<file path="src/rtl/cnn_pkg.sv">
// Shared types and constants for the CNN window sequencing controller.
package cnn_pkg;

  localparam int PIX_W = 8;

  typedef enum logic [2:0] {
    ST_IDLE,
    ST_CLEAR,
    ST_STREAM,
    ST_DRAIN,
    ST_DONE
  } state_t;

  // Counter width for a range of n values, never narrower than one bit.
  function automatic int cnt_w(input int n);
    return (n > 1) ? $clog2(n) : 1;
  endfunction

endpackage

</file>
<file path="src/rtl/cnn_delay_line.sv">
// Single-bit shift delay of DEPTH cycles with asynchronous clear.
module cnn_delay_line #(
  parameter int DEPTH = 2
) (
  input  logic clk,
  input  logic rst,
  input  logic din,
  output logic dout
);

  logic [DEPTH-1:0] sr;

  generate
    if (DEPTH == 1) begin : g_one
      always_ff @(posedge clk or posedge rst) begin
        if (rst) sr <= '0;
        else     sr <= din;
      end
    end else begin : g_multi
      always_ff @(posedge clk or posedge rst) begin
        if (rst) sr <= '0;
        else     sr <= {sr[DEPTH-2:0], din};
      end
    end
  endgenerate

  assign dout = sr[DEPTH-1];

endmodule

</file>
<file path="src/rtl/cnn_seq_ctrl.sv">
// Frame sequencer feeding a KxK convolution datapath from a pixel stream.
// Optional CNN_CTRL_PERF_EN adds a saturating frame_cycles performance counter.
//
// state     | meaning
// ----------+-----------------------------------------------------------
// ST_IDLE   | waiting for start
// ST_CLEAR  | one-cycle datapath clear, row/col counters zeroed
// ST_STREAM | accepting pixels until the last pixel of the frame
// ST_DRAIN  | PIPE_LAT+1 cycles letting the datapath flush its results
// ST_DONE   | one-cycle end-of-frame pulse
module cnn_seq_ctrl
  import cnn_pkg::*;
#(
  parameter int IMG_W    = 8,
  parameter int IMG_H    = 8,
  parameter int K        = 3,
  parameter int PIPE_LAT = 2
) (
  input  logic             clk,
  input  logic             rst,
  input  logic             start,
  input  logic             pix_valid,
  input  logic [PIX_W-1:0] pix_in,
  output logic             pix_ready,
  output logic             dp_clear,
  output logic [PIX_W-1:0] dp_pixel,
  output logic             dp_shift,
  output logic             dp_win_valid,
  output logic             res_valid,
  output logic             busy,
  output logic             done
`ifdef CNN_CTRL_PERF_EN
  ,
  output logic [15:0]      frame_cycles
`endif
);

  localparam int CW = cnt_w(IMG_W);
  localparam int RW = cnt_w(IMG_H);
  localparam int DW = cnt_w(PIPE_LAT + 1);

  localparam logic [CW-1:0] COL_LAST   = CW'(IMG_W - 1);
  localparam logic [RW-1:0] ROW_LAST   = RW'(IMG_H - 1);
  localparam logic [CW-1:0] COL_WIN    = CW'(K - 1);
  localparam logic [RW-1:0] ROW_WIN    = RW'(K - 1);
  localparam logic [DW-1:0] DRAIN_LOAD = DW'(PIPE_LAT);

  state_t        state;
  logic [CW-1:0] col;
  logic [RW-1:0] row;
  logic [DW-1:0] drain_cnt;
  logic          accept;
  logic          last_pix;
  logic          win_pix;

  assign pix_ready = (state == ST_STREAM);
  assign accept    = pix_valid & pix_ready;
  assign last_pix  = (row == ROW_LAST) && (col == COL_LAST);
  assign win_pix   = (row >= ROW_WIN) && (col >= COL_WIN);

  always_ff @(posedge clk or posedge rst) begin
    if (rst) begin
      state        <= ST_IDLE;
      col          <= '0;
      row          <= '0;
      drain_cnt    <= '0;
      dp_clear     <= 1'b0;
      dp_pixel     <= '0;
      dp_shift     <= 1'b0;
      dp_win_valid <= 1'b0;
      busy         <= 1'b0;
      done         <= 1'b0;
    end else begin
      dp_clear     <= 1'b0;
      done         <= 1'b0;
      dp_shift     <= accept;
      dp_win_valid <= accept && win_pix;
      if (accept) dp_pixel <= pix_in;

      case (state)
        ST_IDLE: begin
          if (start) begin
            state    <= ST_CLEAR;
            dp_clear <= 1'b1;
            busy     <= 1'b1;
          end
        end
        ST_CLEAR: begin
          state <= ST_STREAM;
          col   <= '0;
          row   <= '0;
        end
        ST_STREAM: begin
          if (accept) begin
            if (col == COL_LAST) begin
              col <= '0;
              row <= (row == ROW_LAST) ? '0 : row + 1'b1;
            end else begin
              col <= col + 1'b1;
            end
            if (last_pix) begin
              state     <= ST_DRAIN;
              drain_cnt <= DRAIN_LOAD;
            end
          end
        end
        ST_DRAIN: begin
          if (drain_cnt == '0) begin
            state <= ST_DONE;
            done  <= 1'b1;
          end else begin
            drain_cnt <= drain_cnt - 1'b1;
          end
        end
        ST_DONE: begin
          state <= ST_IDLE;
          busy  <= 1'b0;
        end
        default: begin
          state <= ST_IDLE;
          busy  <= 1'b0;
        end
      endcase
    end
  end

  cnn_delay_line #(
    .DEPTH(PIPE_LAT)
  ) u_res_dly (
    .clk (clk),
    .rst (rst),
    .din (dp_win_valid),
    .dout(res_valid)
  );

`ifdef CNN_CTRL_PERF_EN
  logic [15:0] cyc_cnt;
  logic [15:0] cyc_next;

  assign cyc_next = (cyc_cnt == 16'hFFFF) ? cyc_cnt : cyc_cnt + 16'd1;

  // The value latched on the last drain edge includes that final drain cycle.
  always_ff @(posedge clk or posedge rst) begin
    if (rst) begin
      cyc_cnt      <= '0;
      frame_cycles <= '0;
    end else begin
      case (state)
        ST_CLEAR:  cyc_cnt <= 16'd1;
        ST_STREAM: cyc_cnt <= cyc_next;
        ST_DRAIN: begin
          cyc_cnt <= cyc_next;
          if (drain_cnt == '0) frame_cycles <= cyc_next;
        end
        default: ;
      endcase
    end
  end
`endif

endmodule

</file>
<file path="config.mk">
export PLATFORM = sky130hd
export DESIGN_NAME = cnn_seq_ctrl
export DESIGN_NICKNAME = d
export VERILOG_FILES = /design/src/rtl/cnn_pkg.sv /design/src/rtl/cnn_delay_line.sv /design/src/rtl/cnn_seq_ctrl.sv
export SDC_FILE = /design/constraint.sdc
export NUM_CORES = 1
export LEC_CHECK = 0
export ABC_AREA = 1
export BUFFER_PORTS_ARGS = -buffer_cell sky130_fd_sc_hd__buf_4
export CORE_MARGIN = 2
export CORE_UTILIZATION = 41
export CTS_CLUSTER_SIZE = 20
export DETAILED_ROUTE_END_ITERATION = 12
export MAX_ROUTING_LAYER = met4
export PLACE_DENSITY_LB_ADDON = 0.12
export SLEW_MARGIN = 20
export SYNTH_ARGS = -nofsm -noshare
export SYNTH_HDL_FRONTEND = slang
export SYNTH_SLANG_ARGS = --single-unit
export TNS_END_PERCENT = 10
</file>
<file path="constraint.sdc">
create_clock -name clk -period 1.57 [get_ports clk]
set_input_delay 0.0785 -clock clk [delete_from_list [all_inputs] [get_ports clk]]
set_output_delay 0.0785 -clock clk [all_outputs]
set_load 0.02 [all_outputs]
</file>
# Word-level counts from Yosys, hierarchy flattened
# Index checks and enable logic that the tools add are counted.
# Widths: inputs -> output; s select.
# classes
n_addsub	3
n_lt_le_gt_ge	2
eq_ne	11
n_mux	22
bitwise	2
n_reduce_logical	13
# op_table
op	n
$mux 3	9
$pmux 3 s2	2
$pmux 3 s4	1
$reduce_and 4->1	2
$add 3x1->3 const B	2
$eq 3x2->1 const B	2
$eq 3x3->1 const B	2
$ge 3x2->1 const B	2
$mux 2	3
$ne 2x1->1 const B	3
$ne 2x2->1 const B	3
$mux 1	5
$pmux 2 s2	1
$reduce_and 2->1	2
$reduce_bool 2->1	2
$eq 3x1->1 const B	1
$logic_and 1x1->1	3
$logic_not 3->1	1
$reduce_and 3->1	1
$reduce_or 3->1	1
$logic_not 2->1	1
$pmux 1 s2	1
$sub 2x1->2 const B	1
$and 1x1->1	1
$not 1->1	1
# word_totals
reg_bits	26
inputBits	12
output_inout_bits	15
word_cells	64

# Depth between registers and ports, before layout
# depth
ltp_word	5
depth_mapped	8
mapped_depth_nobuf	8

# Modules after synthesis
# Synthesis repeated with hierarchy kept, for this count alone.
# unflattened
cells_unflattened	141
area_unflattened_um2	1246.2
# modules_own_cells
module	n_inst	cells_per_inst	area_per_inst_um2	seq_area_each_um2
cnn_seq_ctrl	1	138	1192.4	600.6
cnn_delay_line	1	3	53.8	50.0

# Least setup slack after synthesis
# Ideal clock, no wire load.
# synth_path
path_kind	reg-to-reg
start	reg row[0]
end	reg row[0]
setup_ns	0.065
arrival_ns	1.237
required_time_ns	1.505
slack_ns	0.268
path_stages_with_launch	7
n_path_buf	0
period_less_slack_ns	1.302
path_cell_list	dfrtp_1 -> ha_1 -> ha_1 -> or2_2 -> nor2_1 -> nand3_1 -> nand2_1
# synth_via
elab_chain_cells	5
word_cells_on_any_way	6
cone_classes	add/sub: 1; eq/ne: 1; mux: 4
# synth_lines
element	line	source
from (decl)	cnn_seq_ctrl.sv:50	logic [RW-1:0] row;
from (signal assigned)	cnn_seq_ctrl.sv:97	row <= (row == ROW_LAST) ? '0 : row + 1'b1;
$add 3x1->3 or $eq 3x3->1 (tied branches)	cnn_seq_ctrl.sv:97	
$mux 3 (*)	cnn_seq_ctrl.sv:97	
$mux 3 (*)	cnn_seq_ctrl.sv:95	if (col == COL_LAST) begin
$mux 3 (*)	cnn_seq_ctrl.sv:94	if (accept) begin
$pmux 3 s2 (*)	cnn_seq_ctrl.sv:80	case (state)
# Mark *: on every way between the ends. The rest lies on a longest branch, timed or not. The select of a mux whose other input is x is not followed.
# A chain may end at the register's enable or synchronous reset.

# Final worst setup path
# layout_path
start	reg state[0]
end	out pix_ready
# layout_via
elab_chain_cells	1
# layout_lines
element	line	source
from (decl)	cnn_seq_ctrl.sv:48	state_t state;
from (signal assigned)	cnn_seq_ctrl.sv:63	state <= ST_IDLE;
from (signal assigned)	cnn_seq_ctrl.sv:83	state <= ST_CLEAR;
from (signal assigned)	cnn_seq_ctrl.sv:89	state <= ST_STREAM;
$eq 3x2->1	cnn_seq_ctrl.sv:56	assign pix_ready = (state == ST_STREAM);
to (decl)	cnn_seq_ctrl.sv:24	output logic pix_ready,
# Every way passes these cells.

==> key figures <==
Pwr
  • Clock share of power: 0.120
  • Pint: 1.554 mW
  • Peak supply drop: about 0.00097 V
  • Reg power frac: 0.404
  • Sw power: 1.133 mW
  • Switch share: 0.4217
  • P per Cell Area: ~1700 nW/um^2
  • Leakage: slightly below 0.9 nW
  • Combinational fraction of design power: 0.475

Layout
  • Diodes inserted: 0
  • Fillers: 243
  • Fin nets: between 150 and 200
  • Area delta synth->final: 29.70%
  • Share of cells above drive strength 1: 0.2386

CTS
  • Clk Latency, worst-skew pair: 310 ps
  • Post-CTS Setup Inserts: 0
  • TritonCTS buffer count: 3
  • CTS sink cnt: 26
  • CTS tree: yes
  • H-tree lvl count: 1
  • Root Driver: clkbuf_4
  • Clk pin slew, worst setup/hold paths: between 100 and 150 ps
  • CTS max path bufs: 2

STA
  • Hold_ws: between 20 and 25 ps
  • Final Setup Violations: 0
  • Max frequency: 686.9 MHz
  • Worst slew pin tran: 399.6 ps
  • RSZ-0062 raised after global routing: false
  • Slew Limit Fails: 0
  • Clock Skews: ~3.5 ps
  • Final period utilization: 0.9272
  • Final Hold Fails: 0
  • Slew margin rel.: 0.7333
  • Total Neg Setup Slack: 0 ps
  • Final Critical Period: between 1000 and 1500 ps

Hold path
  • Hold Crit Class: in2reg

Synthesis
  • Main synth FF type: dfrtp_1
  • Post-synth EDFFs: 0
  • Syn nets: around 150
  • Post-Syn Instances: between 100 and 150
  • Leading area contributor after synthesis: dfrtp_1
  • Synthesized area: approximately 1200 um^2
  • Cell with the most instances after synthesis: nand2_1
  • Synth cell count leaders: 53 x nand2_1, 26 x dfrtp_1, 13 x inv_1, 13 x nand3_1, 8 x nor2_1
  • Synth async-reset ratio: 1.000
  • Synth area leaders: dfrtp_1 54%, nand2_1 17%, nand3_1 5.4%
  • Syn Area/Cell: a little under 9 um^2
  • #FFs+latches synth: 26
  • Post-synthesis sequential area ratio: 0.5400
  • Synth top area share: 0.5400
  • Synth warn: 0
  • Yosys cell types: 19

Die
  • DIE AREA: approximately 3400 um^2
  • Core Box Area: approximately 2800 um^2
  • Top-level I/O count: 27
  • Die Span Y: 58.21 um
  • Die X: just under 60 um
  • Initial Util: 0.4332
  • Num rows: 19

Job
  • Maxcap violations: 0

Route
  • Post-Route WL: around 2200 um
  • Via density: between 4 and 5
  • Via Count: 1,012
  • DRT Pass-1 Iters: 4
  • Post-route ant nets: 0
  • Routed len/inst: 10.60 um
  • DRC Markers: 0
  • DRT iter0 DRCs: 20

Global route
  • GRT Overall Usage: 0.1566
  • Grt total ovfl: 0
  • Vias in the first global route: ~970
  • Largest net degree at the start of global routing: 17
  • Initial antenna violation count: 0
  • First-pass GRT wire length: ~4000 um

Worst setup path
  • Data required, critical path: around 1500 ps
  • CP bufs+invs: 2
  • Slowest cell on crit path: dfrtp_1
  • Worst-path fanout max: 8
  • Worst setup EP type: output pin
  • Arr. time, crit path: 1380 ps
  • Worst path cell trace: nor2_4 > nand2_4 > inv_1 > buf_4
  • Crit Path Class: reg2out
  • Startpoint types: register
  • CP peak stage delay: 460 ps
  • Delay-heaviest family, CP: flip-flops
  • Internal reg-to-reg setup slack: around 140 ps

Placement
  • Count of input and output buffers: 26
  • Final Wtd Congestion: between 0.8 and 0.9
  • Hpwl dp: ~1700 um

Run status
  • Status: complete, no violations
-- worst reg2reg max path, delay by kind of cell, from the launching register on --
| family | cells | cell delay [ps] |
|---|---|---|
| adders and majority gates | 2 | 420 |
| DFF | 1 | 420 |
| and+or+nand+nor | 4 | 540 |
-- cells in the final DEF (no fill, tap or decap), drive strengths merged, types with 3 or more instances in the layout --
cell type,netlist,routed
nor2,11,11
nand4,3,3
inv,14,14
dlygate4sd3,0,9
dfrtp,26,26
ha,5,5
nand2,56,56
clkbuf,0,4
nand3,14,14
buf,2,28
-- worst paths after layout --
kind	start	to	depth (start not counted)
worst max-delay path	state[0]	pix_ready	4
worst min-delay path	start	dp_clear	3
worst max register to register	row[0]	row[0]	6
worst min register to register	u_res_dly.sr[0]	u_res_dly.sr[1]	0
max in group asynchronous	rst	col[2]	4
min in group asynchronous	rst	dp_pixel[1]	3
-- power by group through the flow --
stage | Clock, mW | Combinational (mW) | Sequential (mW)
floorplan | 0 | 0.725 | 1.24
global placement | 0 | 1.25 | 1.09
detailed placement | 0 | 1.28 | 1.10
CTS | 0.337 | 1.30 | 1.09
global route | 0.369 | 1.46 | 1.12
finish | 0.324 | 1.28 | 1.09
-- metal layers --
| layer | track usage | share of wire | vias up |
|---|---|---|---|
| met5 | - | 0 | - |
| met1 | 0.1877 | 0.44 | 479 |
| li1 | - | - | 512 |
| met3 | 0.02009 | 0.037 | 2 |
| met4 | 0.05980 | 0.0091 | 0 |
| met2 | 0.2679 | 0.52 | 19 |
-- layout make-up --
class                           count  area (um^2)  area share
Clock buffer                        4        36.28     0.02322
Multi-Input combinational cell     95        484.2      0.3098
Sequential cell                    26        650.6      0.4163
Inverter                           14        52.55     0.03363
Timing Repair Buffer               37        300.3      0.1922
Tap cell                           31        38.79     0.02482
-- registers in the layout, indices dropped and copies added (netlist names) --
name,cells
busy,1
col,3
done,1
dp_clear,1
dp_pixel,8
dp_shift,1
dp_win_valid,1
drain_cnt,2
row,3
state,3
u_res_dly.sr,2
-- cells by family after synthesis --
| logic type | Yosys count | share of synthesized area |
|---|---|---|
| adder cells (fa/ha/maj) | 5 | 0.05192 |
| flip-flops | 26 | 0.5400 |
| AO/OA/AOI/OAI | 3 | 0.01350 |
| buffers and inverters | 16 | 0.06230 |
| AND/OR/NAND/NOR | 87 | 0.3323 |
-- metrics by stage --
| stage | setup WS (ps) | cells | util | total power, mW | area, um^2 |
|---|---|---|---|---|---|
| 6_report | 114.3 | 207 | 0.5619 | 2.688 | 1563 |
| 5_1_grt | 8.352 | 207 | 0.5619 | 2.948 | 1563 |
| 4_1_cts | 90.94 | 207 | 0.5601 | 2.719 | 1558 |
| 3_5_place_dp | 152.1 | 194 | 0.5146 | 2.377 | 1431 |
| 3_3_place_gp | 194.7 | 194 | 0.5146 | 2.333 | 1431 |
| 2_1_floorplan | 268.2 | 137 | - | 1.965 | 1205 |
-- repair_timing --
| item | in CTS | in global routing |
|---|---|---|
| hold endpoints to repair | 18 | 0 |
| hold buffers | 9 | 0 |
| endpoints found under the setup margin | 0 | 2 |
| resized for setup | 0 | 1 |
No activity file was read; power rests on OpenSTA's default activity.
